`src/rtl/axi_mux_pkg.sv`:
```
// Shared types and index helpers for the N:1 AXI mux write-path scheduler.
package axi_mux_pkg;

    typedef enum logic [0:0] {StIdle, StLock} aw_state_e;

    function automatic int unsigned idx_w(input int unsigned n);
        int unsigned w;
        w = $clog2(n);
        if (w < 1) w = 1;
        return w;
    endfunction

    function automatic int unsigned rr_next(input int unsigned k, input int unsigned n);
        return (k + 1) % n;
    endfunction

    function automatic int unsigned rr_idx(input int unsigned base, input int unsigned off,
                                           input int unsigned n);
        return (base + off) % n;
    endfunction

endpackage

```
`src/rtl/axi_mux_idx_fifo.sv`:
```
// Port-index FIFO that orders W bursts behind their AW handshakes.
module axi_mux_idx_fifo #(
    parameter int unsigned DEPTH        = 8,
    parameter int unsigned WIDTH        = 2,
    parameter bit          FALL_THROUGH = 1'b0
) (
    input  logic             clk_i,
    input  logic             rst_i,
    input  logic             push_i,
    input  logic [WIDTH-1:0] push_data_i,
    input  logic             pop_i,
    output logic [WIDTH-1:0] head_o,
    output logic             valid_o,
    output logic             full_o,
    output logic             empty_o
);
    localparam int unsigned PtrW = (DEPTH > 1) ? $clog2(DEPTH) : 1;
    localparam int unsigned CntW = $clog2(DEPTH + 1);

    logic [WIDTH-1:0] mem_q [DEPTH];
    logic [PtrW-1:0]  rd_ptr_q, wr_ptr_q;
    logic [CntW-1:0]  cnt_q;
    logic             bypass, do_push, do_pop;

    function automatic logic [PtrW-1:0] ptr_inc(input logic [PtrW-1:0] p);
        return (p == PtrW'(DEPTH - 1)) ? '0 : p + PtrW'(1);
    endfunction

    assign empty_o = (cnt_q == '0);
    assign full_o  = (cnt_q == CntW'(DEPTH));
    assign bypass  = FALL_THROUGH && empty_o && push_i;
    assign valid_o = !empty_o || bypass;
    assign head_o  = empty_o ? (bypass ? push_data_i : '0) : mem_q[rd_ptr_q];
    // A bypassed index that retires in its arrival cycle is never stored.
    assign do_push = push_i && (!full_o || pop_i) && !(bypass && pop_i);
    assign do_pop  = pop_i && !empty_o;

    always_ff @(posedge clk_i or posedge rst_i) begin
        if (rst_i) begin
            rd_ptr_q <= '0;
            wr_ptr_q <= '0;
            cnt_q    <= '0;
        end else begin
            if (do_push) wr_ptr_q <= ptr_inc(wr_ptr_q);
            if (do_pop)  rd_ptr_q <= ptr_inc(rd_ptr_q);
            if (do_push && !do_pop)      cnt_q <= cnt_q + CntW'(1);
            else if (do_pop && !do_push) cnt_q <= cnt_q - CntW'(1);
        end
    end

    always_ff @(posedge clk_i) begin
        if (do_push) mem_q[wr_ptr_q] <= push_data_i;
    end

endmodule

```
`src/rtl/axi_mux_wr_sched.sv`:
```
// AXI mux write scheduler: round-robin AW arbitration with lock, W ordering via an
// index FIFO, B routing by port index and per-port outstanding-write limits.
module axi_mux_wr_sched
    import axi_mux_pkg::*;
#(
    parameter int unsigned NoSlvPorts  = 4,
    parameter int unsigned MaxWTrans   = 8,
    parameter int unsigned MaxBTrans   = 8,
    parameter bit          FallThrough = 1'b0,
    localparam int unsigned IdxW       = idx_w(NoSlvPorts)
) (
    input  logic                  clk_i,
    input  logic                  rst_i,
    input  logic [NoSlvPorts-1:0] slv_aw_valid_i,
    output logic [NoSlvPorts-1:0] slv_aw_ready_o,
    output logic                  mst_aw_valid_o,
    input  logic                  mst_aw_ready_i,
    output logic [IdxW-1:0]       aw_sel_o,
    input  logic [NoSlvPorts-1:0] slv_w_valid_i,
    input  logic [NoSlvPorts-1:0] slv_w_last_i,
    output logic [NoSlvPorts-1:0] slv_w_ready_o,
    output logic                  mst_w_valid_o,
    input  logic                  mst_w_ready_i,
    output logic [IdxW-1:0]       w_sel_o,
    input  logic                  b_valid_i,
    input  logic [IdxW-1:0]       b_port_i,
    output logic                  b_ready_o,
    output logic [NoSlvPorts-1:0] slv_b_valid_o,
    input  logic [NoSlvPorts-1:0] slv_b_ready_i,
    output logic                  err_o,
    output logic                  idle_o
);
    localparam int unsigned CntW = $clog2(MaxBTrans + 1);

    aw_state_e             state_q, state_d;
    logic [IdxW-1:0]       lock_idx_q, lock_idx_d;
    logic [IdxW-1:0]       rr_ptr_q;
    logic [CntW-1:0]       cnt_q [NoSlvPorts];
    logic [CntW-1:0]       cnt_d [NoSlvPorts];
    logic [NoSlvPorts-1:0] eligible, cnt_nz, inc_vec, dec_vec;
    logic                  active, grant_found, aw_hs;
    logic [IdxW-1:0]       grant_idx, cand;
    logic                  fifo_full, fifo_empty, fifo_valid, w_pop;
    logic [IdxW-1:0]       fifo_head;
    logic                  b_port_ok, b_hs, b_cnt_zero;

    // Reset forces every handshake output low, even while inputs stay asserted.
    assign active = !rst_i;

    always_comb begin
        eligible    = '0;
        grant_found = 1'b0;
        grant_idx   = '0;
        cand        = '0;
        for (int unsigned p = 0; p < NoSlvPorts; p++) begin
            eligible[p] = slv_aw_valid_i[p] && (cnt_q[p] < CntW'(MaxBTrans));
        end
        for (int unsigned i = 0; i < NoSlvPorts; i++) begin
            cand = IdxW'(rr_idx(32'(rr_ptr_q), i, NoSlvPorts));
            if (!grant_found && eligible[cand]) begin
                grant_found = 1'b1;
                grant_idx   = cand;
            end
        end
    end

    always_comb begin
        state_d        = state_q;
        lock_idx_d     = lock_idx_q;
        mst_aw_valid_o = 1'b0;
        aw_sel_o       = '0;
        unique case (state_q)
            StIdle: begin
                if (active && grant_found && !fifo_full) begin
                    mst_aw_valid_o = 1'b1;
                    aw_sel_o       = grant_idx;
                    if (!mst_aw_ready_i) begin
                        state_d    = StLock;
                        lock_idx_d = grant_idx;
                    end
                end
            end
            StLock: begin
                mst_aw_valid_o = 1'b1;
                aw_sel_o       = lock_idx_q;
                if (mst_aw_ready_i) state_d = StIdle;
            end
            default: state_d = StIdle;
        endcase
    end

    assign aw_hs = mst_aw_valid_o && mst_aw_ready_i;

    always_comb begin
        slv_aw_ready_o = '0;
        if (aw_hs) slv_aw_ready_o[aw_sel_o] = 1'b1;
    end

    axi_mux_idx_fifo #(
        .DEPTH        (MaxWTrans),
        .WIDTH        (IdxW),
        .FALL_THROUGH (FallThrough)
    ) u_idx_fifo (
        .clk_i       (clk_i),
        .rst_i       (rst_i),
        .push_i      (aw_hs),
        .push_data_i (aw_sel_o),
        .pop_i       (w_pop),
        .head_o      (fifo_head),
        .valid_o     (fifo_valid),
        .full_o      (fifo_full),
        .empty_o     (fifo_empty)
    );

    always_comb begin
        slv_w_ready_o = '0;
        mst_w_valid_o = 1'b0;
        w_sel_o       = '0;
        w_pop         = 1'b0;
        if (fifo_valid) begin
            w_sel_o                  = fifo_head;
            mst_w_valid_o            = slv_w_valid_i[fifo_head];
            slv_w_ready_o[fifo_head] = mst_w_ready_i;
            w_pop = slv_w_valid_i[fifo_head] && mst_w_ready_i && slv_w_last_i[fifo_head];
        end
    end

    // Out-of-range ports are sunk so a misrouted B never stalls the master.
    assign b_port_ok = active && (32'(b_port_i) < NoSlvPorts);
    assign b_ready_o = active && (b_port_ok ? slv_b_ready_i[b_port_i] : 1'b1);
    assign b_hs      = b_valid_i && b_ready_o;

    always_comb begin
        b_cnt_zero = 1'b0;
        if (b_port_ok) b_cnt_zero = (cnt_q[b_port_i] == '0);
    end

    assign err_o = b_hs && (!b_port_ok || b_cnt_zero);

    always_comb begin
        slv_b_valid_o = '0;
        inc_vec       = '0;
        dec_vec       = '0;
        cnt_nz        = '0;
        for (int unsigned p = 0; p < NoSlvPorts; p++) begin
            slv_b_valid_o[p] = b_valid_i && b_port_ok && (b_port_i == IdxW'(p));
            inc_vec[p]       = aw_hs && (aw_sel_o == IdxW'(p));
            dec_vec[p]       = b_hs && b_port_ok && (b_port_i == IdxW'(p)) && (cnt_q[p] != '0);
            cnt_nz[p]        = (cnt_q[p] != '0);
            cnt_d[p]         = cnt_q[p];
            if (inc_vec[p] && !dec_vec[p])      cnt_d[p] = cnt_q[p] + CntW'(1);
            else if (dec_vec[p] && !inc_vec[p]) cnt_d[p] = cnt_q[p] - CntW'(1);
        end
    end

    assign idle_o = fifo_empty && (state_q == StIdle) && (cnt_nz == '0);

    always_ff @(posedge clk_i or posedge rst_i) begin
        if (rst_i) begin
            state_q    <= StIdle;
            lock_idx_q <= '0;
            rr_ptr_q   <= '0;
            for (int unsigned p = 0; p < NoSlvPorts; p++) cnt_q[p] <= '0;
        end else begin
            state_q    <= state_d;
            lock_idx_q <= lock_idx_d;
            if (aw_hs) rr_ptr_q <= IdxW'(rr_next(32'(aw_sel_o), NoSlvPorts));
            cnt_q      <= cnt_d;
        end
    end

endmodule

```
`config.mk`:
```
export PLATFORM = sky130hd
export DESIGN_NAME = axi_mux_wr_sched
export DESIGN_NICKNAME = d
export VERILOG_FILES = /design/src/rtl/axi_mux_pkg.sv /design/src/rtl/axi_mux_idx_fifo.sv /design/src/rtl/axi_mux_wr_sched.sv
export SDC_FILE = /design/constraint.sdc
export NUM_CORES = 1
export LEC_CHECK = 0
export BUFFER_PORTS_ARGS = -buffer_cell sky130_fd_sc_hd__buf_4
export CAP_MARGIN = 40
export CORE_UTILIZATION = 60
export CTS_CLUSTER_SIZE = 16
export DETAILED_ROUTE_END_ITERATION = 12
export HOLD_SLACK_MARGIN = 0.1
export PLACE_DENSITY_LB_ADDON = 0.08
export REMOVE_ABC_BUFFERS = 1
export SYNTH_ARGS = -nofsm -noshare
export SYNTH_HDL_FRONTEND = slang
export SYNTH_SLANG_ARGS = --single-unit
```
`constraint.sdc`:
```
create_clock -name clk_i -period 6.71 [get_ports clk_i]
set_clock_uncertainty 0.2 [all_clocks]
set_input_delay 1.0065 -clock clk_i [delete_from_list [all_inputs] [get_ports clk_i]]
set_output_delay 1.0065 -clock clk_i [all_outputs]
set_load 0.03 [all_outputs]
```
==> impl_metrics.sql <==
INSERT INTO impl_metrics (metric_group, metric, value, unit) VALUES
('global_routing', 'globalRoute.totalOverflow', '0', ''),
('detailed_routing', 'detail_route.wl_per_cell', '14.53', 'um'),
('power_and_ir_drop', 'power.sequential.fraction', '33.6', '%'),
('die', 'dieWidth', '73.11', 'um'),
('synth', 'yosys_most_used_dff', 'dfrtp_1', ''),
('placement', 'detail_placement_hpwl', '4338', 'um'),
('global_routing', 'first_global_vias', '2040', ''),
('hold_path', 'hold_path.startpoint', 'cnt_q[3]', ''),
('placement', 'globalplace.congestion', '0.9071', ''),
('die', 'die_height', '73.11', 'um'),
('sta', 'setup_viol', '0', ''),
('detailed_routing', 'drt-vias-per-instance', '5.508', ''),
('die', 'start_util', '63.40', '%'),
('flow_run', 'max_cap_viol_count', '0', ''),
('sta', 'max_clock_freq', '0.2358', 'GHz'),
('critical_path', 'endpoint_kind', 'primary output', ''),
('critical_path', 'bufs_and_invs_on_worst_path', '3', ''),
('detailed_routing', 'first_pass_iters', '4', ''),
('global_routing', 'grt_util_met1', '29.98', '%'),
('sta', 'final_period_minus_worst_setup_slack', '4241', 'ps'),
('cts', 'buffer_count_from_post_cts_setup_fixing', '0', ''),
('synth', 'synth_sequential_area_ratio', '41.40', '%'),
('detailed_routing', 'detail_route.drc_violations', '0', ''),
('critical_path', 'rr_startpoint', 'u_idx_fifo.rd_ptr_q[0]', ''),
('die', 'placeableCoreArea', '4786', 'um^2'),
('power_and_ir_drop', 'power.share.combinational', '53.7', '%'),
('critical_path', 'cp-start-kind', 'input port', ''),
('final_layout', 'most-common-layout-cells', 'buf_4 (44), dfrtp_1 (31), nor2_1 (28)', ''),
('critical_path', 'critPathSlowestCell', 'nor4_1', ''),
('final_layout', 'drive_above_1_share', '26.17', '%'),
('cts', 'cts-root-buf', 'clkbuf_8', ''),
('detailed_routing', 'routed-via-count', '2137', ''),
('sta', 'totalNegativeSetupSlack', '0', 'ps'),
('sta', 'total_count_of_max_transition_violations_in_the_final_report', '0', ''),
('critical_path', 'critical_path.max_stage_delay', '410', 'ps'),
('sta', 'timing.final.hold_violations', '0', ''),
('power_and_ir_drop', 'power_frac_clock', '12.7', '%'),
('power_and_ir_drop', 'intPower', '0.9612', 'mW'),
('synth', 'synthDistinctLibCells', '46', ''),
('critical_path', 'worst-endpoint-arrival', '3030', 'ps'),
('synth', 'synth-seq-cells', '47', ''),
('critical_path', 'worstSetupPathType', 'input port to primary output', ''),
('global_routing', 'antenna_found_initial', '0', ''),
('critical_path', 'cp.required', '5500', 'ps'),
('cts', 'cts-resized-gates', '0', ''),
('cts', 'ctsLongestPathBuffers', '2', ''),
('global_routing', 'grt_use_met3', '5.110', '%'),
('cts', 'numCtsBuffers', '5', ''),
('die', 'fp.dieArea', '5345', 'um^2'),
('global_routing', 'grt_pass1_wl', '9349', 'um'),
('critical_path', 'crit_path_max_delay_family', 'simple AND/OR/NAND/NOR gates', ''),
('final_layout', 'final_nets', '369', ''),
('placement', 'port_buffers', '43', ''),
('sta', 'slew_headroom', '52.49', '%'),
('outcome', 'run_status', 'finished clean', ''),
('global_routing', 'grt.total_usage', '23.53', '%'),
('detailed_routing', 'drt_wl_total', '5636', 'um'),
('sta', 'tightestPinTransition', '711.3', 'ps'),
('power_and_ir_drop', 'cellPowerDensity', '476.3', 'nW/um^2'),
('sta', 'finalCritPeriodShare', '63.20', '%'),
('critical_path', 'setup.worst_path.start', 'slv_aw_valid_i[1]', ''),
('power_and_ir_drop', 'p_switching', '0.7163', 'mW'),
('synth', 'synthesis.instances', '273', ''),
('global_routing', 'grt_most_used_layer', 'met2', ''),
('hold_path', 'timing.hold.worst.class', 'register to register', ''),
('sta', 'grt_setup_unrepaired', 'false', ''),
('die', 'pin_count', '44', ''),
('global_routing', 'maximum_number_of_pins_on_one_net_before_global_route_repair', '34', ''),
('die', 'floorplan.rows', '25', ''),
('detailed_routing', 'postRouteAntennaNets', '0', ''),
('synth', 'yosys_warnings', '0', '');
synthesized netlist by cell type (all sizes together) (6+ instances only):
cell / number / area [um^2]
dfrtp: 31 / 775.7
nor2: 28 / 105.1
ha: 21 / 262.8
nand2: 19 / 71.32
mux2: 17 / 195.2
edfxtp: 16 / 480.5
xnor2: 15 / 131.4
a21oi: 11 / 62.56
inv: 11 / 41.29
nor2b: 11 / 76.32
nor3: 9 / 50.05
mux2i: 8 / 80.08
nor4: 8 / 65.06
and2: 7 / 43.79
o21ai: 7 / 35.03
a21o: 6 / 45.04
nand2b: 6 / 37.54
final cells by class:
cell class	instances	area [um^2]
clock buffers	5	68.82
flip-flops and latches	47	1256
inverters	11	41.29
repair buffers	44	330.3
fillers	336	1264
clock inverters	3	46.29
multi-input cells	211	1695
well taps	67	83.83
final timing paths:
| path | slack [ps] | depth (start not counted) | endpoint |
|---|---|---|---|
| worst max register to register | 2580 | 14 | u_idx_fifo.cnt_q[3] |
| worst min register to register | 310 | 1 | cnt_q[3] |
| min in group asynchronous | 640 | 3 | u_idx_fifo.wr_ptr_q[0] |
| worst min-delay path | 310 | 1 | cnt_q[3] |
| max in group asynchronous | 5370 | 3 | cnt_q[14] |
| worst max-delay path | 2470 | 9 | slv_aw_ready_o[2] |
power groups by stage:
stage          combinational (mW)  clock, mW  sequential [mW]
5_1_grt                     0.998      0.230            0.585
2_1_floorplan               0.707          0            0.534
4_1_cts                     0.907      0.217            0.565
6_report                    0.901      0.213            0.564
3_3_place_gp                0.872          0            0.565
3_5_place_dp                0.902          0            0.569
routing by layer:
| layer | part of all wire [%] | up-vias |
|---|---|---|
| met3 | 5.3 | 7 |
| met2 | 48 | 74 |
| met1 | 45 | 988 |
| li1 | - | 1068 |
| met4 | 1.5 | 0 |
| met5 | 0 | - |
registers in the layout (all words and copies together), names as in the netlist:
name / cells
u_idx_fifo.mem_q: 16
rr_ptr_q: 2
u_idx_fifo.rd_ptr_q: 3
u_idx_fifo.cnt_q: 4
cnt_q: 16
lock_idx_q: 2
u_idx_fifo.wr_ptr_q: 3
state_q: 1
cell families (layout without fill, tap and decap cells):
| group | after synthesis | in the layout | synth area share, % |
|---|---|---|---|
| AOI/OAI and AO/OA | 32 | 32 | 7.546 |
| xor gates and xnor gates | 20 | 20 | 5.773 |
| adders and majority gates | 26 | 26 | 11.96 |
| buffers and inverters | 15 | 63 | 2.722 |
| DFF | 47 | 47 | 41.40 |
| muxes | 26 | 26 | 9.814 |
| and+or+nand+nor | 107 | 107 | 20.78 |
per-stage QoR:
stage	setup slack, ps	instances	hold WS, ps	area [um^2]
floorplan	2445	269	264.6	2993
global placement	2361	380	290.7	3407
detailed placement	2314	380	290.9	3407
CTS	2506	388	305.3	3522
global route	2331	388	319.7	3522
finish	2469	388	308.7	3522
(Power assumes the default switching activity.)
